**config.mk**
```make
export PLATFORM = sky130hd
export DESIGN_NAME = uart_rx
export DESIGN_NICKNAME = d
export VERILOG_FILES = /design/src/rtl/uart_pkg.sv /design/src/rtl/uart_rx_sync.sv /design/src/rtl/uart_rx.sv
export SDC_FILE = /design/constraint.sdc
export NUM_CORES = 1
export LEC_CHECK = 0
export BUFFER_PORTS_ARGS = -buffer_cell sky130_fd_sc_hd__buf_4
export CORE_ASPECT_RATIO = 1.75
export CORE_MARGIN = 4
export CORE_UTILIZATION = 57
export DETAILED_ROUTE_END_ITERATION = 16
export GPL_TIMING_DRIVEN = 0
export PLACE_DENSITY = 0.87
export SKIP_CTS_REPAIR_TIMING = 1
export SYNTH_ARGS = -nofsm -noshare
export SYNTH_HDL_FRONTEND = slang
export SYNTH_SLANG_ARGS = --single-unit
```
**constraint.sdc**
```tcl
create_clock -name clk -period 2.43 [get_ports clk]
set_input_delay 0.1215 -clock clk [delete_from_list [all_inputs] [get_ports clk]]
set_output_delay 0.1215 -clock clk [all_outputs]
set_load 0.005 [all_outputs]
```
**src/rtl/uart_pkg.sv**
```systemverilog
// Shared constants and state encoding for the UART link (receive and transmit sides).
package uart_pkg;

   localparam int UART_DATA_BITS            = 8;
   localparam int UART_DEFAULT_CLKS_PER_BIT = 434;

   typedef enum logic [1:0] {
      IDLE  = 2'd0,
      START = 2'd1,
      DATA  = 2'd2,
      STOP  = 2'd3
   } uart_state_e;

endpackage

```
**src/rtl/uart_rx_sync.sv**
```systemverilog
// Two-flop synchronizer for the asynchronous serial line plus falling-edge detect.
module uart_rx_sync (
   input  logic clk,
   input  logic reset,
   input  logic serial,
   output logic level,
   output logic fall
);

   logic meta;
   logic sync;
   logic prev;

   // All flops reset to the idle-high line level so reset never fakes a start edge.
   always_ff @(posedge clk) begin
      if (reset) begin
         meta <= 1'b1;
         sync <= 1'b1;
         prev <= 1'b1;
      end else begin
         meta <= serial;
         sync <= meta;
         prev <= sync;
      end
   end

   assign level = sync;
   assign fall  = ~sync & prev;

endmodule

```
**src/rtl/uart_rx.sv**
```systemverilog
// 8N1 UART receiver with a one-entry valid/ready holding register, framing-error and overrun pulses.
module uart_rx
   import uart_pkg::*;
#(
   parameter int CLKS_PER_BIT = UART_DEFAULT_CLKS_PER_BIT
) (
   input  logic       clk,
   input  logic       reset,
   input  logic       serial,
   input  logic       rx_ready,
   output logic [7:0] rx_data,
   output logic       rx_valid,
   output logic       frame_err,
   output logic       overrun,
   output logic       busy
);

   localparam int CW = $clog2(CLKS_PER_BIT);
   localparam int BW = $clog2(UART_DATA_BITS);
   localparam logic [CW-1:0] CNT_LAST  = CW'(CLKS_PER_BIT - 1);
   localparam logic [CW-1:0] HALF_LAST = CW'(CLKS_PER_BIT / 2 - 1);
   localparam logic [BW-1:0] BIT_LAST  = BW'(UART_DATA_BITS - 1);

   logic                      level;
   logic                      fall;
   uart_state_e               state;
   logic [CW-1:0]             cnt;
   logic [BW-1:0]             bit_idx;
   logic [UART_DATA_BITS-1:0] shreg;

   uart_rx_sync u_sync (
      .clk    (clk),
      .reset  (reset),
      .serial (serial),
      .level  (level),
      .fall   (fall)
   );

   always_ff @(posedge clk) begin
      if (reset) begin
         state     <= IDLE;
         cnt       <= '0;
         bit_idx   <= '0;
         shreg     <= '0;
         rx_data   <= 8'h00;
         rx_valid  <= 1'b0;
         frame_err <= 1'b0;
         overrun   <= 1'b0;
      end else begin
         frame_err <= 1'b0;
         overrun   <= 1'b0;
         // Consumption first; a delivery later in this block overrides the clear.
         if (rx_valid && rx_ready)
            rx_valid <= 1'b0;

         case (state)
            IDLE: begin
               if (fall) begin
                  state <= START;
                  cnt   <= '0;
               end
            end
            START: begin
               if (cnt == HALF_LAST) begin
                  cnt     <= '0;
                  bit_idx <= '0;
                  state   <= level ? IDLE : DATA;
               end else begin
                  cnt <= cnt + 1'b1;
               end
            end
            DATA: begin
               if (cnt == CNT_LAST) begin
                  cnt   <= '0;
                  shreg <= {level, shreg[UART_DATA_BITS-1:1]};
                  if (bit_idx == BIT_LAST)
                     state <= STOP;
                  else
                     bit_idx <= bit_idx + 1'b1;
               end else begin
                  cnt <= cnt + 1'b1;
               end
            end
            STOP: begin
               if (cnt == CNT_LAST) begin
                  cnt   <= '0;
                  state <= IDLE;
                  if (!level) begin
                     frame_err <= 1'b1;
                  end else if (!rx_valid || rx_ready) begin
                     rx_data  <= shreg;
                     rx_valid <= 1'b1;
                  end else begin
                     overrun <= 1'b1;
                  end
               end else begin
                  cnt <= cnt + 1'b1;
               end
            end
            default: state <= IDLE;
         endcase
      end
   end

   assign busy = (state != IDLE);

endmodule

```
# == After elaboration in Yosys (flattened, before gate mapping) ==
# Index checks and enable logic that the tools add are counted.
# op_classes
div,0
n_eq_ne,12
mux,22
n_reduce_logical,13
shift,0
magnitude_cmp,0
n_mul,0
n_addsub,2
bitwise,4
# ops
op,count
two-way mux 9 bit,3
one-hot mux 9 bit (3 select lines),1
two-way mux 2 bit,6
"!= test 2 bit, second input constant",6
"adder 9 x 1 -> 9 bit, second input constant",1
"== test 9 x 8 -> 1 bit, second input constant",1
"== test 9 bit, second input constant",1
two-way mux 3 bit,3
one-hot mux 2 bit (4 select lines),1
AND reduction 4 bit,2
two-way mux 1 bit,7
one-hot mux 3 bit (2 select lines),1
AND reduction 5 bit,1
"== test 2 bit, second input constant",2
nonzero test 2 bit,2
OR reduction 4 bit,1
"adder 3 x 1 -> 3 bit, second input constant",1
"== test 3 bit, second input constant",1
NOT 1 bit,3
OR reduction 3 bit,1
"== test 2 x 1 -> 1 bit, second input constant",1
zero test 2 bit,1
AND reduction 2 bit,1
OR reduction 2 bit,1
other kinds (4),4
# totals
rom_bits,0
memories,0
in_bits,4
ram_bits,0
elab_cells,64
latchBits,0
register_bits,36

# == Longest topological paths before layout ==
# Gate-level depths: netlist of run 1.
# depth
word_depth,6
ltp_mapped,7
depth_no_buf,6

# == Hierarchy ==
# A second synthesis of run 1 with hierarchy kept.
# unflattened
cells_unflattened,184
hier_area_um2,1721.7
# by_module_without_submodules
mod,cells_per_inst,seq_area_each_um2,n_inst,area_per_inst_um2
uart_rx,177,660.6,1,1636.6
uart_rx_sync,7,60.1,1,85.1

# == Least setup slack after synthesis of run 1 ==
# OpenSTA, ideal clock, no wires.
# synth_timing
path_type,register -> register
startpoint,register cnt[2]
endpoint,register bit_idx[0]
slack_ns,0.712
setup_ns,0.132
arrival_time_ns,1.586
path_stages_with_launch,5
n_path_buf,0
path_cell_list,dfxtp_1 > or4b_4 > or4_1 > nand3_1 > a21oi_1
# synth_via
elab_chain_cells,3
elab_cells_between_ends,5
# synth_rtl
item,line_no,source
"start, declared",uart_rx.sv:27,logic [CW-1:0] cnt;
"start signal, assigned",uart_rx.sv:69,cnt <= cnt + 1'b1;
"start signal, assigned",uart_rx.sv:81,cnt <= cnt + 1'b1;
"start signal, assigned",uart_rx.sv:97,cnt <= cnt + 1'b1;
== test 9 bit or == test 9 x 8 -> 1 bit (tied branches),"uart_rx.sv:73, uart_rx.sv:64",
!= test 2 bit (no line),--,
AND reduction 4 bit (no line) *,--,
"end signal, assigned",uart_rx.sv:79,bit_idx <= bit_idx + 1'b1;
"end, declared",uart_rx.sv:28,logic [BW-1:0] bit_idx;
# Every way passes the cells marked *; elsewhere a longest branch is shown, timed or not.
# A chain may end at the register's enable or synchronous reset.

# == Worst setup path after layout of run 1 ==
# layout_timing
startpoint,register cnt[1]
endpoint,register cnt[1]
# layout_via
elab_chain_cells,3
elab_cells_between_ends,6
# layout_rtl
item,line_no,source
adder 9 x 1 -> 9 bit (tied with other cells),"uart_rx.sv:69, uart_rx.sv:81, uart_rx.sv:97",
"two-way mux 9 bit, on equally long branches","uart_rx.sv:73, uart_rx.sv:85, uart_rx.sv:64",
one-hot mux 9 bit (3 select lines) *,uart_rx.sv:56,case (state)
# Marked as above.

==> results.cfg, run 1 <==
[clock_network]
cts_tree = done
clk_latency_ns = 0.30
cts_root_buf = clkbuf_8
clkTransAtPathRegs_ns = 0.07
clock-sinks = 36
clk_path_buf_depth = 2
cts_buffers = 5
htreeDepth = 2

[route]
drtPass1Iterations = 4
drt_wl_total_mm = 3.370
drt_iter0_drc = 39
ant_nets = 0
num_vias = 1347
drc = 0
wl_per_cell_um = 14.91
via_per_inst = 5.960

[synthesis]
synthDistinctLibCells = 34
yosysWarnings = 0
ys_ff_latch = 36
syn-cell-area_um2 = 1608
syn-instance-count = 177
seq_area_frac_synth_pct = 44.82
syn_avg_cell_area_um2 = 9.084
synth.top_cell.area_share_pct = 44.82
synth_area_leaders = dfxtp_1 (45%), mux2i_1 (10%), a21oi_1 (5.0%), nor2_1 (4.7%), ha_1 (3.9%)
synth_nets = 186
synth_largest_area_cell = dfxtp_1

[floorplanning]
die_area_um2 = 3768
start_util_pct = 59.77
core.rowCount = 25
ios = 16
die-width_um = 48.15
die_h_um = 78.26
coreArea_um2 = 2690

[layout]
n_fill_cell = 200
nets = 207
drive_gt1_share_pct = 14.57
n_antenna_cell = 0
syn2layout_area_growth_pct = 13.93

[grt]
grt_overflow_total = 0
grt_pass1_vias = 1382
grt_pass1_wl_mm = 5.975
antenna_found_initial = 0
grt_usage_pct = 22.02
grt_max_degree = 12

[timing]
tns_ns = 0
hold_viol = 0
slew_viol_final = 0
fin_worst_skew_ns = 0.008001
fin_crit_ns = 2.012
maxSlewHeadroom_pct = 51.74
rsz0062_at_grt = false
setup_viol = 0
fin_crit_sh_pct = 82.80
worst_slew_pin_slew_ns = 0.7239
setup_ws_ns = 0.4180
fmax_mhz = 497.0

[worst_setup_path]
crit_fanout = 9
critPathKind = flip-flop to flip-flop
start_kind = flip-flop
max_stage_delay_ns = 0.58
slowest_stage = a21boi_1
crit_required_ns = 2.66
end_kind = flip-flop
cp_data_arrival_time_ns = 2.25
cp_cell_sequence = inv_1, ha_1, and4_1, clkbuf_1, a21boi_1, o21ai_0, a21oi_1

[placement]
port_buffers = 14
gp_congestion = 0.8311
dp_hpwl_mm = 2.542
place_ws_ns = 0.4676

[min_path]
worst_hold_path_type = input port to flip-flop

[outcome]
outcome = completed

[power_and_ir_drop]
p_leak_nw = 0.7286
power_density_nw_per_um2 = 576.5
peakVddDrop_mv = 0.5022

[flow_run]
maxCapViolCount = 0
-- stage by stage --
stage / std cells / hold slack, ns / total power, W / util (%) / cell area (um^2)
after floorplan: 177 / 0.2253 / 0.0006396 / - / 1608
after global placement: 218 / 0.3080 / 0.0006515 / 64.93 / 1747
after detailed placement: 218 / 0.3250 / 0.0006536 / 64.93 / 1747
after CTS: 226 / 0.01547 / 0.001066 / 68.09 / 1832
after global routing: 226 / 0.01710 / 0.001102 / 68.09 / 1832
final: 226 / 0.02167 / 0.001056 / 68.09 / 1832
-- area by class of cell --
type / instances / area (um^2) / share of cell area, %
Multi-Input combinational cell: 130 / 845.8 / 46.17
Sequential cell: 36 / 720.7 / 39.34
Timing Repair Buffer: 14 / 105.1 / 5.738
Clock buffer: 7 / 76.32 / 4.167
Tap cell: 27 / 33.78 / 1.844
Buffer: 8 / 30.03 / 1.639
Inverter: 3 / 11.26 / 0.6148
Clock inverter: 1 / 8.758 / 0.4781
-- path summary, 6_finish.rpt --
| kind | slack [ns] | end | from | cells past startpoint |
|---|---|---|---|---|
| min reg2reg | 0.43 | u_sync.level | u_sync.meta | 1 |
| max | 0.42 | cnt[1] | cnt[1] | 7 |
| max reg2reg | 0.42 | cnt[1] | cnt[1] | 7 |
| min | 0.02 | u_sync.meta | serial | 2 |
-- routing by layer --
layer	global-route usage [%]	routed length, um	vias up
met5	0	0	-
met4	12.40	93	0
met3	6.193	115	9
met2	37.04	1900	29
met1	22.32	1260	632
li1	-	-	677
-- flip-flops by register name, summed over array words and instances, names as in the netlist, named ones only --
name          cells
bit_idx           3
cnt               9
frame_err         1
overrun           1
rx_data           8
rx_valid          1
shreg             8
state             1
u_sync.level      1
u_sync.meta       1
u_sync.prev       1
-- critical path, delay by kind of cell (launching register included) --
kind	cells	cell delay [ns]
flops	1	0.40
buf+inv	2	0.23
compound gates	3	0.92
fa+ha+maj	1	0.20
simple gates	1	0.19
-- cells by family (layout without fill, tap and decap cells) --
family	after synthesis	in the layout	share of synthesized area (%)
and+or+nand+nor	78	78	27.32
DFF	36	36	44.82
AOI/OAI and AO/OA	31	31	11.44
muxes	16	16	9.961
buffers and inverters	11	33	2.568
adders and majority gates	5	5	3.891
-- report_power, final --
group	switching, W	total, W	internal [W]
clock	0.000211	0.000415	0.000204
sequential	0.00000571	0.000600	0.000594
combinational	0.0000254	0.0000404	0.0000150
total	0.000242	0.00106	0.000814
-- cell usage after synthesis --
cell       n
o22ai_1    7
nor2_1    20
or4_1      1
nand4_1    1
or4b_4     1
a31oi_1    1
o21a_1     2
and3_1     2
mux2i_1   16
ha_1       5
nor3_1     5
clkbuf_1   8
nor4b_2    1
nor4b_1    1
nor4_1     3
or3_1      1
o31a_1     2
dfxtp_1   36
nand2_1   14
nand4b_1   3
a21oi_1   16
and2_1     2
inv_1      3
nor3_4     1
nor2b_1    2
nand2b_1   5
nand3_1    6
o21ai_0    1
a41oi_1    1
a21boi_1   1
nor3b_1    1
or2_2      5
nand4_2    1
and4_1     2
-- placed cells by master, fill, tap and decap left out, types with 2 or more instances in the layout --
cell type	n
buf_4	14
nor3_1	5
nand4b_1	3
nor4_1	3
a21oi_1	16
dfxtp_1	36
inv_1	3
nor2b_1	2
and2_1	2
o22ai_1	7
and3_1	2
o21a_1	2
and4_1	2
nand2b_1	5
clkbuf_1	10
or2_2	5
ha_1	5
nor2_1	20
clkbuf_8	5
o31a_1	2
nand3_1	6
mux2i_1	16
nand2_1	14
Note: power is estimated with default switching activity, not from simulation.
==> inputs of run 2 (changes only) <==
==> constraint.sdc (replaced) <==
create_clock -name clk -period 1.9 [get_ports clk]
set_input_delay 0.095 -clock clk [delete_from_list [all_inputs] [get_ports clk]]
set_output_delay 0.095 -clock clk [all_outputs]
set_load 0.005 [all_outputs]
==> run 2 against run 1 <==
Against the previous run: global-route usage did not move; setup slack got worse by 0.34 ns; sequential cell count did not move; wire length rose by 5.5%; critical endpoint is now bit_idx[1].
==> results.cfg, run 2 (synthesis results as in run 1) <==
[outcome]
outcome = completed

[route]
num_vias = 1375
wl_per_cell_um = 15.66
drt_wl_total_mm = 3.554
drtPass1Iterations = 4
drt_iter0_drc = 31
ant_nets = 0
via_per_inst = 6.057
drc = 0

[clock_network]
cts_root_buf = clkbuf_8
clk_latency_ns = 0.30
htreeDepth = 2
cts_tree = done
clock-sinks = 36
cts_buffers = 5
clk_path_buf_depth = 2
clkTransAtPathRegs_ns = 0.07

[timing]
fmax_mhz = 548.5
setup_viol = 0
fin_worst_skew_ns = 0.007662
slew_viol_final = 0
holdWs_ns = 0.1671
maxSlewHeadroom_pct = 50.55
setup_ws_ns = 0.07670
fin_crit_sh_pct = 95.96
worst_slew_pin_slew_ns = 0.7417
hold_viol = 0
fin_crit_ns = 1.823
rsz0062_at_grt = false

[power_and_ir_drop]
peakVddDrop_mv = 0.6426
power_density_nw_per_um2 = 712.6
p_leak_nw = 0.7470

[layout]
reg.largest.list = cnt: 9 flops, rx_data: 8 flops, shreg: 8 flops
n_antenna_cell = 0
layout_common_cells = dfxtp_1 (35), nor2_1 (20), mux2i_1 (16), a21oi_1 (16)
syn2layout_area_growth_pct = 18.29
n_fill_cell = 189
regMostFlops = cnt
largest_register_ff_count = 9
utilization_pct = 70.70
drive_gt1_share_pct = 17.50
final_common_cell = dfxtp_1
nets = 208
finish.instance_area_um2 = 1902

[grt]
grt_max_degree = 12
grt_overflow_total = 0
grt_usage_pct = 22.02
antenna_found_initial = 0
grt_pass1_wl_mm = 5.975
grt_pass1_vias = 1382

[worst_setup_path]
critPathKind = flip-flop to flip-flop
end_kind = flip-flop
crit_required_ns = 2.07
crit_fanout = 8
crit_cells = 4
reg2reg_depth = 4
cp_cell_sequence = or4b_4, or4_1, nand3_1, a21oi_1
crit_family = simple AND/OR/NAND/NOR gates
reg2reg_slack_ns = 0.08
r2r-start = cnt[3]
start_kind = flip-flop
r2r-end = bit_idx[1]
max_stage_delay_ns = 0.58
slowest_stage = or4b_4
cp_data_arrival_time_ns = 1.99
critPathBufInv = 0

[floorplanning]
core.rowCount = 25
coreArea_um2 = 2690
die-width_um = 48.15
die_h_um = 78.26
ios = 16
start_util_pct = 59.77
die_area_um2 = 3768

[min_path]
whs_path_depth = 2
holdCritStartpoint = reset
hold_path_end = overrun
worst_hold_path_type = input port to flip-flop

[placement]
port_buffers = 14
place_ws_ns = -0.06237
dp_hpwl_mm = 2.542
postPlaceCellArea_um2 = 1747
gp_congestion = 0.8311

[flow_run]
maxCapViolCount = 0
-- run 2: cell types whose count changed in the layout (fill, tap and decap cells not counted), sizes merged --
cell,before,now
buf,14,15
dlygate4sd3,0,1
clkbuf,15,14
-- run 2: worst max-delay path by stage --
stage | to | start
2_1_floorplan | bit_idx[0] | cnt[2]
3_3_place_gp | cnt[1] | cnt[1]
3_5_place_dp | cnt[1] | cnt[1]
4_1_cts | cnt[1] | cnt[1]
5_1_grt | cnt[1] | cnt[1]
6_report | bit_idx[1] | cnt[3]
-- run 2: area by class of cell --
type,instances,area (um^2),share of cell area (%)
clock buffers,7,76.32,4.013
clock inverters,1,8.758,0.4605
repair buffers,16,135.1,7.105
inverters,3,11.26,0.5921
plain buffers,7,27.53,1.447
flip-flops and latches,36,721.9,37.96
well taps,27,33.78,1.776
multi-input cells,130,887.1,46.64
-- run 2: power breakdown --
part           leakage, nW  switching, W  internal (W)   total, W
combinational        0.413     0.0000337     0.0000219  0.0000556
clock               0.0424      0.000270      0.000261   0.000532
sequential           0.291    0.00000763      0.000760   0.000768
total                0.747      0.000312       0.00104    0.00136
-- run 2: stage by stage --
step	power (W)	TNS, ns	cells
floorplan	0.0008180	0	177
global placement	0.0008332	0	218
detailed placement	0.0008359	-0.3086	218
CTS	0.001364	-0.4958	226
global route	0.001414	0	227
finish	0.001355	0	227
-- run 2: per-layer routing --
metal,part of all wire [%],GRT usage (%),up-vias
met4,2.6,12.40,0
met5,0,0,-
li1,-,-,674
met1,37,22.32,645
met3,5.5,6.193,9
met2,55,37.04,47
